## src/rtl/riscv_csr_port_arb.sv

```systemverilog
// Shares the CSR state port between the execute-stage CSR path and the debug unit.
// Debug is granted when EX is idle or after a bounded wait, then performs a read and optional write.
module riscv_csr_port_arb #(
    parameter int unsigned XLEN     = 64,
    parameter int unsigned MAX_WAIT = 16
) (
    input  logic            clk,
    input  logic            rst,
    input  logic            ex_valid,
    input  logic [11:0]     ex_csr_reg,
    input  logic            ex_csr_we,
    input  logic [XLEN-1:0] ex_csr_wval,
    output logic [XLEN-1:0] ex_csr_rval,
    output logic            ex_stall_req,
    input  logic            dbg_req,
    input  logic            dbg_we,
    input  logic [11:0]     dbg_addr,
    input  logic [XLEN-1:0] dbg_wdata,
    output logic            dbg_ack,
    output logic [XLEN-1:0] dbg_rdata,
    output logic [11:0]     st_csr_reg,
    output logic            st_csr_we,
    output logic [XLEN-1:0] st_csr_wval,
    input  logic [XLEN-1:0] st_csr_rval
);

    localparam int unsigned CW = $clog2(MAX_WAIT + 1);

    typedef enum logic [2:0] {
        S_IDLE,
        S_WAIT,
        S_DRD,
        S_DWR,
        S_DACK
    } state_t;

    state_t        state, state_nxt;
    logic [CW-1:0] wait_cnt, wait_cnt_nxt;
    logic          dbg_own;

    always_ff @(posedge clk) begin
        if (rst) begin
            state     <= S_IDLE;
            wait_cnt  <= '0;
            dbg_ack   <= 1'b0;
            dbg_rdata <= '0;
        end else begin
            state    <= state_nxt;
            wait_cnt <= wait_cnt_nxt;
            // Registered so the pulse lines up exactly with the DACK cycle.
            dbg_ack  <= (state_nxt == S_DACK);
            if (state == S_DRD)
                dbg_rdata <= st_csr_rval;
        end
    end

    always_comb begin
        state_nxt    = state;
        wait_cnt_nxt = wait_cnt;
        case (state)
            S_IDLE: begin
                if (dbg_req) begin
                    if (ex_valid) begin
                        state_nxt    = S_WAIT;
                        wait_cnt_nxt = CW'(1);
                    end else begin
                        state_nxt = S_DRD;
                    end
                end
            end
            S_WAIT: begin
                if (!dbg_req) begin
                    state_nxt    = S_IDLE;
                    wait_cnt_nxt = '0;
                end else if (!ex_valid || wait_cnt == CW'(MAX_WAIT)) begin
                    state_nxt    = S_DRD;
                    wait_cnt_nxt = '0;
                end else begin
                    wait_cnt_nxt = wait_cnt + CW'(1);
                end
            end
            S_DRD:   state_nxt = dbg_we ? S_DWR : S_DACK;
            S_DWR:   state_nxt = S_DACK;
            S_DACK: begin
                state_nxt    = S_IDLE;
                wait_cnt_nxt = '0;
            end
            default: begin
                state_nxt    = S_IDLE;
                wait_cnt_nxt = '0;
            end
        endcase
    end

    always_comb begin
        dbg_own      = (state == S_DRD) || (state == S_DWR);
        ex_stall_req = dbg_own && !rst;
        st_csr_reg   = dbg_own ? dbg_addr : ex_csr_reg;
        st_csr_wval  = dbg_own ? dbg_wdata : ex_csr_wval;
        if (rst)
            st_csr_we = 1'b0;
        else if (state == S_DWR)
            st_csr_we = 1'b1;
        else if (state == S_DRD)
            st_csr_we = 1'b0;
        else
            st_csr_we = ex_csr_we && ex_valid;
    end

    assign ex_csr_rval = st_csr_rval;

endmodule
```

## config.mk

```make
export PLATFORM = sky130hd
export DESIGN_NAME = riscv_csr_port_arb
export DESIGN_NICKNAME = d
export VERILOG_FILES = /design/src/rtl/riscv_csr_port_arb.sv
export SDC_FILE = /design/constraint.sdc
export NUM_CORES = 1
export LEC_CHECK = 0
export BUFFER_PORTS_ARGS = -buffer_cell sky130_fd_sc_hd__buf_2
export CAP_MARGIN = 20
export CORE_AREA = 3 3 165 167
export DETAILED_ROUTE_END_ITERATION = 8
export DIE_AREA = 0 0 168 170
export PLACE_DENSITY = 0.46
export SKIP_LAST_GASP = 1
export SLEW_MARGIN = 20
export SYNTH_ARGS = -nofsm -noshare
export SYNTH_HDL_FRONTEND = slang
export SYNTH_SLANG_ARGS = --single-unit
export TNS_END_PERCENT = 100
```

## constraint.sdc

```tcl
create_clock -name clk -period 3.08 [get_ports clk]
set_input_delay 0.308 -clock clk [delete_from_list [all_inputs] [get_ports clk]]
set_output_delay 0.308 -clock clk [all_outputs]
set_load 0.1 [all_outputs]
```

==> load_flow_metrics.sql, run 1 <==
INSERT INTO impl_metrics (metric_group, metric, value, unit) VALUES
('route', 'wl_per_cell', '13.9', 'um'),
('cts', 'post_cts.resized_instances', '0', ''),
('grt', 'grt_use_total', '12.0', '%'),
('logic_synthesis', 'number_of_synthesized_flops_with_an_enable_pin', '0', ''),
('sta', 'slew_headroom', '48.6', '%'),
('route', 'avgViaCountPerCell', '3.84', ''),
('sta', 'min_period_over_period', '88.6', '%'),
('floorplanning', 'die-area', '0.0286', 'mm^2'),
('logic_synthesis', 'synth_async_sr_flop_share', '0', '%'),
('setup_path', 'critPathCapture', 'st_csr_wval[3]', ''),
('cts', 'cts_tree', 'yes', ''),
('logic_synthesis', 'post_synth.cell_area_avg', '6.51', 'um^2'),
('sta', 'period_minus_slack', '2.73', 'ns'),
('power', 'power_leakage', '3.59', 'nW'),
('cts', 'clk_path_buf_depth', '2', ''),
('logic_synthesis', 'syn_nets', '878', ''),
('setup_path', 'timing.critical_path.to_type', 'output port', ''),
('logic_synthesis', 'synth_seq_cells', '73', ''),
('final_layout', 'layout.cells.most_common', 'sky130_fd_sc_hd__buf_2', ''),
('route', 'total_vias_in_the_final_route', '5147', ''),
('cts', 'cts_made_buffers', '9', ''),
('setup_path', 'cp_max_fo', '27', ''),
('setup_path', 'critical_path.startpoint_type', 'register', ''),
('route', 'final_antenna_net_count', '0', ''),
('floorplanning', 'floorplan.core_area', '0.0259', 'mm^2'),
('floorplanning', 'die_width', '168', 'um'),
('grt', 'antenna_found_initial', '0', ''),
('cts', 'cts_hold_buf', '0', ''),
('cts', 'cts.htree.levels', '3', ''),
('cts', 'tritoncts_num_sinks', '73', ''),
('setup_path', 'timing.critical_path.from', 'state[1]', ''),
('setup_path', 'rr_worst_depth', '4', ''),
('sta', 'max_slew_violation_count', '0', ''),
('placement', 'placement.cell_area', '0.00633', 'mm^2'),
('placement', 'detailedPlacementHpwl', '14900', 'um'),
('worst_hold_path', 'hold_path.class', 'primary input to register', ''),
('floorplanning', 'height_of_the_chip', '170', 'um'),
('setup_path', 'r2r_end', 'wait_cnt[3]', ''),
('setup_path', 'critPathRequiredTime', '2.77', 'ns'),
('final_layout', 'multi_input_comb_area', '0.00203', 'mm^2'),
('run', 'max-cap-violations', '0', ''),
('final_layout', 'postLayoutCellArea', '0.00663', 'mm^2'),
('setup_path', 'register_to_register_setup_slack', '1.10', 'ns'),
('cts', 'cts-root-buf', 'sky130_fd_sc_hd__clkbuf_16', ''),
('floorplanning', 'initial_core_util', '16.4', '%'),
('grt', 'grt_first_pass_wirelength', '27000', 'um'),
('outcome', 'outcome', 'completed', ''),
('power', 'cellPowerDensity', '644', 'mW/mm^2'),
('setup_path', 'crit-reg2reg-launch', 'state[1]', ''),
('power', 'worst_ir_drop_vdd', '218', 'uV'),
('setup_path', 'crit_type', 'register to output port', ''),
('setup_path', 'worstPathArrival', '2.42', 'ns'),
('sta', 'final.setup.tns', '0', 'ns'),
('logic_synthesis', 'netlist-cell-type-count', '35', ''),
('final_layout', 'nFillCells', '2987', ''),
('route', 'firstDrtPassIters', '7', ''),
('grt', 'first_global_vias', '4790', ''),
('final_layout', 'antenna_cells_inserted', '0', ''),
('grt', 'grt_start_max_net_pins', '65', ''),
('final_layout', 'num-nets-final', '1226', ''),
('final_layout', 'layout_common_cells', 'sky130_fd_sc_hd__buf_2 (422), sky130_fd_sc_hd__nand2_1 (358), sky130_fd_sc_hd__dfxtp_1 (73)', ''),
('sta', 'worst-slew-pin-transition', '0.769', 'ns'),
('final_layout', 'flow.area_growth_from_synthesis', '55.7', '%'),
('logic_synthesis', 'synthesis.yosys.warnings', '0', ''),
('cts', 'insertion_delay', '0.33', 'ns'),
('floorplanning', 'placementRows', '59', ''),
('final_layout', 'seqCellArea', '0.00146', 'mm^2'),
('final_layout', 'final_layout_size_suffix_gt1_share', '46.5', '%'),
('logic_synthesis', 'synth_sequential_area_ratio', '34.3', '%'),
('sta', 'setup_violations', '0', ''),
('cts', 'post_cts_buffers', '0', '');
Yosys cell counts, drive strengths merged, types with 2 or more instances:
master | instances | area share [%]
nand2 | 358 | 32
o31ai | 3 | 0.53
dfxtp | 73 | 34
clkbuf | 12 | 1.1
nor3b | 2 | 0.35
a211oi | 3 | 0.65
nand4bb | 2 | 0.53
o21ai | 2 | 0.24
inv | 4 | 0.35
a21oi | 68 | 8.0
or3b | 2 | 0.41
nor2 | 3 | 0.26
a221oi | 5 | 1.2
nand3 | 5 | 0.59
buf | 96 | 17
ha | 2 | 0.59
nor2b | 2 | 0.47
worst max-delay path: stages, from the launching register on:
cell and delay [ns]:
sky130_fd_sc_hd__dfxtp_1 0.51, sky130_fd_sc_hd__nor2b_4 0.72, sky130_fd_sc_hd__buf_4 0.30, sky130_fd_sc_hd__nand2_1 0.08, sky130_fd_sc_hd__nand2_1 0.06, sky130_fd_sc_hd__buf_2 0.42
per-stage QoR:
step	hold WS, ns	setup slack, ns	total power [mW]	instances	util (%)
after global routing	0.202	0.175	4.47	1340	25.6
after CTS	0.195	0.294	4.34	1340	25.6
after global placement	0.440	0.668	3.24	1326	24.4
after detailed placement	0.443	0.672	3.24	1326	24.4
final	0.222	0.352	4.27	1340	25.6
after floorplan	0.412	0.361	2.84	654	-
area by class of cell:
type	instances	share of cell area, %
Sequential cell	73	22.0
Inverter	4	0.226
Tap cell	335	6.32
Clock inverter	2	0.566
Multi-Input combinational cell	469	30.7
Timing Repair Buffer	445	36.2
Clock buffer	12	4.02
kinds of logic (layout without fill, tap and decap cells):
kind of cell,Yosys count,in the layout,synth area share (%)
AND/OR/NAND/NOR,382,382,35.6
flip-flops,73,73,34.3
AO/OA/AOI/OAI,85,85,11.3
buffers and inverters,112,463,18.1
adder cells (fa/ha/maj),2,2,0.588
how the worst min path moves through the flow:
stage	start	to	slack, ns	cells past startpoint
2_1_floorplan	dbg_we	dbg_ack	0.41	1
3_3_place_gp	dbg_rdata[29]	dbg_rdata[29]	0.44	2
3_5_place_dp	dbg_rdata[43]	dbg_rdata[43]	0.44	2
4_1_cts	st_csr_rval[12]	dbg_rdata[12]	0.20	3
5_1_grt	st_csr_rval[12]	dbg_rdata[12]	0.20	3
6_report	st_csr_rval[40]	dbg_rdata[40]	0.22	3
sequential cells by signal, indices dropped and copies added (netlist names):
signal / count
state: 3
dbg_ack: 1
wait_cnt: 5
dbg_rdata: 64
layer usage:
layer	vias to the layer above	share of wire, %	global-route usage, %
met3	7	7.1	3.55
met4	0	0.67	2.31
met2	188	50	20.9
met1	2263	42	14.7
li1	2689	-	-
met5	-	0	0
report_power, final:
part	internal (mW)	switching [mW]	leakage (nW)
Sequential	0.993	0.0302	0.592
Clock	0.684	0.386	0.147
Combinational	0.374	1.80	2.85
Note: power is estimated with default switching activity, not from simulation.
==> run 2: changes to the inputs <==
--- a/config.mk
+++ b/config.mk
@@ -11,6 +11,7 @@
 export DETAILED_ROUTE_END_ITERATION = 8
 export DIE_AREA = 0 0 168 170
 export PLACE_DENSITY = 0.46
+export RECOVER_POWER = 100
 export SKIP_LAST_GASP = 1
 export SLEW_MARGIN = 20
 export SYNTH_ARGS = -nofsm -noshare
==> run 2 against run 1 <==
  * Via count down 0.41%
  * Sequential power is essentially flat
  * Sequential share of layout area grew 0.74 points
  * Register-to-register slack got worse by 0.30 ns
  * Critical path depth did not move
  * Combinational power is 2% lower
  * Utilization down 0.83 points
  * First-iteration DRC count shrank 1.6%
  * Non-clock buffer count is the same
  * Hold slack better by 0.00072 ns
  * Clock-buffer cell count is the same
  * Sequential cell count did not move
  * Critical endpoint is now st_csr_reg[1]
==> load_flow_metrics.sql, run 2 (synthesis results as in run 1) <==
INSERT INTO impl_metrics (metric_group, metric, value, unit) VALUES
('sta', 'unrepaired_setup_endpoints_after_global_routing', 'no', ''),
('final_layout', 'top_regs', 'dbg_rdata x64, wait_cnt x5, state x3', ''),
('power', 'cellPowerDensity', '660', 'mW/mm^2'),
('cts', 'post_cts_buffers', '0', ''),
('grt', 'antenna_found_initial', '0', ''),
('setup_path', 'critical_path.top_delay_family', 'simple AND/OR/NAND/NOR gates', ''),
('final_layout', 'layout.cells.most_common', 'sky130_fd_sc_hd__nand2_1', ''),
('sta', 'fin_skew', '0.00726', 'ns'),
('setup_path', 'cp_slowest_stage_delay', '0.72', 'ns'),
('final_layout', 'num-nets-final', '1226', ''),
('placement', 'gp_congestion', '0.892', ''),
('placement', 'detailedPlacementHpwl', '14900', 'um'),
('cts', 'insertion_delay', '0.33', 'ns'),
('final_layout', 'final_util', '24.8', '%'),
('route', 'avgViaCountPerCell', '3.83', ''),
('setup_path', 'worstPathArrival', '2.47', 'ns'),
('route', 'totalWireLength', '18700', 'um'),
('grt', 'overflow', '0', ''),
('power', 'worst_ir_drop_vdd', '218', 'uV'),
('grt', 'grt_use_total', '12.0', '%'),
('cts', 'post_cts.resized_instances', '0', ''),
('floorplanning', 'initial_core_util', '16.4', '%'),
('sta', 'period_minus_slack', '2.78', 'ns'),
('setup_path', 'r2r_end', 'dbg_rdata[11]', ''),
('cts', 'cts_hold_buf', '0', ''),
('setup_path', 'critPathRequiredTime', '2.77', 'ns'),
('cts', 'cts.htree.levels', '3', ''),
('route', 'firstDrtPassIters', '6', ''),
('route', 'total_vias_in_the_final_route', '5126', ''),
('setup_path', 'timing.critical_path.from', 'state[1]', ''),
('power', 'power_frac_clock', '25.3', '%'),
('worst_hold_path', 'min-delay-start', 'st_csr_rval[12]', ''),
('cts', 'cts-root-buf', 'sky130_fd_sc_hd__clkbuf_16', ''),
('setup_path', 'timing.critical_path.to_type', 'output port', ''),
('setup_path', 'crit_type', 'register to output port', ''),
('final_layout', 'nFillCells', '3059', ''),
('route', 'remaining_drcs', '0', ''),
('cts', 'cts_tree', 'yes', ''),
('route', 'final_antenna_net_count', '0', ''),
('final_layout', 'antenna_cells_inserted', '0', ''),
('power', 'power.net_switching', '2.23', 'mW'),
('power', 'power_frac_comb', '50.5', '%'),
('power', 'sequential_share_of_power', '24.2', '%'),
('sta', 'worst_hold_slack', '0.223', 'ns'),
('final_layout', 'final_cell_count_no_fill', '1340', ''),
('power', 'switching_share', '52.6', '%'),
('floorplanning', 'placementRows', '59', ''),
('setup_path', 'crit_top_cell', 'sky130_fd_sc_hd__nand2_1', ''),
('power', 'report.power.total', '4.23', 'mW'),
('sta', 'slew_headroom', '6.98', '%'),
('worst_hold_path', 'hold_path.class', 'primary input to register', ''),
('setup_path', 'worst-path-buf-inv', '2', ''),
('setup_path', 'rr_worst_depth', '4', ''),
('final_layout', 'flow.area_growth_from_synthesis', '50.7', '%'),
('cts', 'tritoncts_num_sinks', '73', ''),
('placement', 'number_of_placed_instances_with_taps_included', '1326', ''),
('sta', 'final.setup.tns', '0', 'ns'),
('final_layout', 'final_layout_size_suffix_gt1_share', '33.2', '%'),
('worst_hold_path', 'worst_hold_path.num_cells', '3', ''),
('sta', 'min_period_over_period', '90.3', '%'),
('cts', 'path_clk_slew', '0.06', 'ns'),
('final_layout', 'layout_common_cells', 'sky130_fd_sc_hd__nand2_1 (358), sky130_fd_sc_hd__buf_2 (225), sky130_fd_sc_hd__clkbuf_1 (133)', ''),
('setup_path', 'path_cells', 'nor2b_4, clkbuf_1, nand2_1, nand2_1, buf_2', ''),
('final_layout', 'seqCellArea', '0.00146', 'mm^2'),
('sta', 'final-hold-violation-count', '0', ''),
('placement', 'io_buffers', '428', ''),
('floorplanning', 'floorplan.core_area', '0.0259', 'mm^2'),
('grt', 'grt_start_max_net_pins', '65', ''),
('setup_path', 'critical_path.startpoint_type', 'register', ''),
('sta', 'max_clock_freq', '0.359', 'GHz'),
('floorplanning', 'die-area', '0.0286', 'mm^2'),
('sta', 'setup_violations', '0', ''),
('cts', 'clk_path_buf_depth', '2', ''),
('grt', 'first_global_vias', '4790', ''),
('setup_path', 'cp_max_fo', '27', ''),
('setup_path', 'critPathSlowestCell', 'sky130_fd_sc_hd__nor2b_4', ''),
('sta', 'max_slew_violation_count', '0', ''),
('sta', 'worst-slew-pin-transition', '1.40', 'ns'),
('floorplanning', 'top_level_port_count', '429', ''),
('final_layout', 'multi_input_comb_area', '0.00203', 'mm^2'),
('cts', 'cts_made_buffers', '9', ''),
('final_layout', 'largest_register', 'dbg_rdata', ''),
('worst_hold_path', 'hold_end', 'dbg_rdata[12]', ''),
('floorplanning', 'height_of_the_chip', '170', 'um'),
('route', 'wl_per_cell', '13.9', 'um'),
('route', 'detailedRoute.firstIterationViolations', '189', ''),
('power', 'power_leakage', '3.12', 'nW'),
('setup_path', 'register_to_register_setup_slack', '0.80', 'ns'),
('run', 'max-cap-violations', '0', ''),
('grt', 'grt_first_pass_wirelength', '27000', 'um'),
('floorplanning', 'die_width', '168', 'um'),
('power', 'internal_power', '2.01', 'mW'),
('outcome', 'outcome', 'completed', ''),
('final_layout', 'largest_register_ffs', '64', ''),
('setup_path', 'crit-reg2reg-launch', 'state[1]', '');
-- run 2: cell count changes in the layout (fill, tap and decap cells not counted) --
cell,delta
sky130_fd_sc_hd__buf_2,-197
sky130_fd_sc_hd__clkbuf_1,+133
sky130_fd_sc_hd__clkbuf_2,+68
sky130_fd_sc_hd__buf_4,-4
sky130_fd_sc_hd__buf_12,-3
sky130_fd_sc_hd__clkbuf_4,+3
-- run 2: through the flow --
step                      instance area [um^2]  setup WS, ns
after floorplan                           4260         0.361
after global placement                    6330         0.668
after detailed placement                  6330         0.672
after CTS                                 6630         0.294
after global routing                      6420        0.0892
final                                     6420         0.298
-- run 2: worst max path at each step --
stage | endpoint | slack (ns) | cells past startpoint
5_1_grt | st_csr_wval[30] | 0.09 | 5
6_report | st_csr_reg[1] | 0.30 | 5
3_3_place_gp | st_csr_wval[23] | 0.67 | 5
4_1_cts | st_csr_wval[3] | 0.29 | 5
2_1_floorplan | st_csr_we | 0.36 | 5
3_5_place_dp | st_csr_wval[3] | 0.67 | 5
-- run 2: area by class of cell --
cell class,count,share of cell area [%]
Timing Repair Buffer,445,34.0
Multi-Input combinational cell,469,31.7
Sequential cell,73,22.8
Tap cell,335,6.53
Clock buffer,12,4.15
Clock inverter,2,0.585
Inverter,4,0.234
-- run 2: metal layers --
metal	GRT usage [%]	routed length [um]
met1	14.7	8080
met2	20.9	9320
met3	3.55	1160
met4	2.31	126
met5	0	0
-- run 2: power by group through the flow --
stage / clock network (mW) / logic, mW / registers (mW)
global placement: 0 / 2.19 / 1.04
CTS: 1.13 / 2.20 / 1.02
finish: 1.07 / 2.14 / 1.02
floorplan: 0 / 1.50 / 1.34
detailed placement: 0 / 2.19 / 1.04
global route: 1.16 / 2.23 / 1.03
-- run 2: worst register-to-register path, delay by kind of cell, from the launching register on --
kind	cells	cell delay [ns]
compound gates	1	0.09
flops	1	0.51
buf+inv	1	0.72
simple gates	2	0.82
==> run 3: changes to the inputs <==
--- a/config.mk
+++ b/config.mk
@@ -10,7 +10,7 @@
 export CORE_AREA = 3 3 165 167
 export DETAILED_ROUTE_END_ITERATION = 8
 export DIE_AREA = 0 0 168 170
-export PLACE_DENSITY = 0.46
+export PLACE_DENSITY_LB_ADDON = 0.12
 export RECOVER_POWER = 100
 export SKIP_LAST_GASP = 1
 export SLEW_MARGIN = 20
==> run 3 against run 2 <==
  * The run now ends with capacitance limit, slew limit left
  * Global-route usage up 1.0 points
  * Via count up 1.6%
  * Clock skew down 0.0021 ns
  * Hold slack worse by 0.0036 ns
  * Combinational power about the same
  * Setup slack better by 0.19 ns
  * Sequential cell count unchanged
  * Die area unchanged
  * Register-to-register slack worse by 0.06 ns
  * Utilization down 0.47 points
  * Highest routed layer unchanged
==> load_flow_metrics.sql, run 3 (synthesis results as in run 1) <==
INSERT INTO impl_metrics (metric_group, metric, value, unit) VALUES
('outcome', 'outcome', 'finished, violations left', ''),
('outcome', 'violations', 'capacitance limit, slew limit', ''),
('route', 'detailedRoute.firstIterationViolations', '203', ''),
('grt', 'grt_start_max_net_pins', '59', ''),
('sta', 'fin_skew', '0.00515', 'ns'),
('placement', 'gp_congestion', '0.936', ''),
('final_layout', 'final_layout_size_suffix_gt1_share', '32.7', '%'),
('setup_path', 'cp_slowest_stage_delay', '0.52', 'ns'),
('grt', 'grt_first_pass_wirelength', '28800', 'um'),
('setup_path', 'critPathRequiredTime', '2.77', 'ns'),
('cts', 'post_cts.resized_instances', '0', ''),
('setup_path', 'worstPathArrival', '2.28', 'ns'),
('floorplanning', 'top_level_port_count', '429', ''),
('grt', 'antenna_found_initial', '3', ''),
('route', 'firstDrtPassIters', '4', ''),
('sta', 'worst_hold_slack', '0.219', 'ns'),
('cts', 'cts_made_buffers', '9', ''),
('cts', 'cts_tree', 'yes', ''),
('cts', 'post_cts_buffers', '0', ''),
('cts', 'clk_path_buf_depth', '2', ''),
('sta', 'min_period_over_period', '84.2', '%'),
('setup_path', 'cp_max_fo', '44', ''),
('setup_path', 'critical_path.top_delay_family', 'buffers and inverters', ''),
('setup_path', 'timing.critical_path.to_type', 'output port', ''),
('final_layout', 'largest_register', 'dbg_rdata', ''),
('sta', 'max_slew_violation_count', '32', ''),
('final_layout', 'final_cell_count_no_fill', '1335', ''),
('setup_path', 'crit_top_cell', 'sky130_fd_sc_hd__nand2_1', ''),
('final_layout', 'final_util', '24.3', '%'),
('final_layout', 'flow.area_growth_from_synthesis', '47.8', '%'),
('floorplanning', 'floorplan.core_area', '0.0259', 'mm^2'),
('floorplanning', 'die_width', '168', 'um'),
('power', 'power_leakage', '3.05', 'nW'),
('placement', 'placement.cell_area', '0.00622', 'mm^2'),
('route', 'final_antenna_net_count', '0', ''),
('placement', 'number_of_placed_instances_with_taps_included', '1317', ''),
('run', 'max-cap-violations', '1', ''),
('sta', 'period_minus_slack', '2.59', 'ns'),
('floorplanning', 'initial_core_util', '16.4', '%'),
('sta', 'worst-slew-pin-transition', '1.60', 'ns'),
('final_layout', 'largest_register_ffs', '64', ''),
('grt', 'grt_use_total', '13.0', '%'),
('power', 'cellPowerDensity', '666', 'mW/mm^2'),
('worst_hold_path', 'hold_path.class', 'primary input to register', ''),
('cts', 'tritoncts_num_sinks', '73', ''),
('sta', 'setup_violations', '0', ''),
('cts', 'path_clk_slew', '0.06', 'ns'),
('route', 'totalWireLength', '19900', 'um'),
('cts', 'cts.htree.levels', '3', ''),
('cts', 'cts_hold_buf', '0', ''),
('route', 'total_vias_in_the_final_route', '5209', ''),
('placement', 'detailedPlacementHpwl', '15900', 'um'),
('sta', 'unrepaired_setup_endpoints_after_global_routing', 'no', ''),
('route', 'wl_per_cell', '14.9', 'um'),
('sta', 'max_clock_freq', '0.386', 'GHz'),
('sta', 'slew_headroom', '-6.36', '%'),
('sta', 'final-hold-violation-count', '0', ''),
('cts', 'insertion_delay', '0.34', 'ns'),
('floorplanning', 'placementRows', '59', ''),
('floorplanning', 'height_of_the_chip', '170', 'um'),
('final_layout', 'layout_common_cells', 'sky130_fd_sc_hd__nand2_1 (358), sky130_fd_sc_hd__buf_2 (221), sky130_fd_sc_hd__clkbuf_1 (131)', ''),
('sta', 'final.setup.tns', '0', 'ns'),
('route', 'avgViaCountPerCell', '3.90', ''),
('final_layout', 'postLayoutCellArea', '0.00629', 'mm^2'),
('final_layout', 'layout.cells.most_common', 'sky130_fd_sc_hd__nand2_1', ''),
('grt', 'first_global_vias', '4925', ''),
('grt', 'overflow', '0', ''),
('setup_path', 'critical_path.startpoint_type', 'register', ''),
('setup_path', 'path_cells', 'nor2b_1, buf_4, nand2_1, nand2_1, clkbuf_2', ''),
('final_layout', 'num-nets-final', '1217', ''),
('final_layout', 'top_regs', 'dbg_rdata x64, wait_cnt x5, state x3', ''),
('power', 'worst_ir_drop_vdd', '235', 'uV'),
('floorplanning', 'die-area', '0.0286', 'mm^2'),
('placement', 'io_buffers', '428', ''),
('setup_path', 'worst-path-buf-inv', '2', ''),
('setup_path', 'crit_type', 'register to output port', ''),
('setup_path', 'critPathSlowestCell', 'sky130_fd_sc_hd__dfxtp_1', ''),
('route', 'remaining_drcs', '0', ''),
('cts', 'cts-root-buf', 'sky130_fd_sc_hd__clkbuf_16', '');
run 3: power by group:
part / switching (mW) / leakage (nW) / internal [mW] / total (mW)
clock network: 0.413 / 0.144 / 0.643 / 1.06
logic: 1.80 / 2.31 / 0.308 / 2.11
registers: 0.0317 / 0.592 / 0.993 / 1.02
run 3: final timing paths:
| kind | start | end | slack (ns) | cells after the start |
|---|---|---|---|---|
| worst max-delay path | state[1] | st_csr_reg[8] | 0.49 | 5 |
| worst max register to register | state[1] | dbg_rdata[55] | 0.74 | 4 |
| worst min register to register | dbg_rdata[54] | dbg_rdata[54] | 0.45 | 2 |
| worst min-delay path | st_csr_rval[3] | dbg_rdata[3] | 0.22 | 3 |
run 3: layout make-up:
type / instances / area (um^2)
diodes: 3 / 7.51
clock buffers: 10 / 239
clock inverters: 5 / 56.3
fillers: 3041 / 19600
inverters: 4 / 15.0
multi-input cells: 469 / 2020
flip-flops and latches: 73 / 1460
well taps: 335 / 419
repair buffers: 436 / 2080
run 3: routing by layer:
metal / GRT usage [%] / up-vias / part of all wire [%] / wire, um
li1: - / 2681 / - / -
met1: 15.7 / 2293 / 41 / 8060
met2: 22.5 / 212 / 50 / 9990
met3: 3.83 / 23 / 7.3 / 1450
met4: 3.63 / 0 / 1.9 / 378
met5: 0 / - / 0 / 0
run 3: tightest hold or removal path, delay by kind of cell:
family,cells,cell delay [ns]
AOI/OAI and AO/OA,1,0.05
buffers and inverters,1,0.10
and+or+nand+nor,1,0.05
run 3: stage by stage:
step           power [mW]  worst slack (ns)
2_1_floorplan        2.84             0.361
3_3_place_gp         3.22             0.832
3_5_place_dp         3.21             0.833
4_1_cts              4.31             0.452
5_1_grt              4.38             0.316
6_report             4.19             0.487
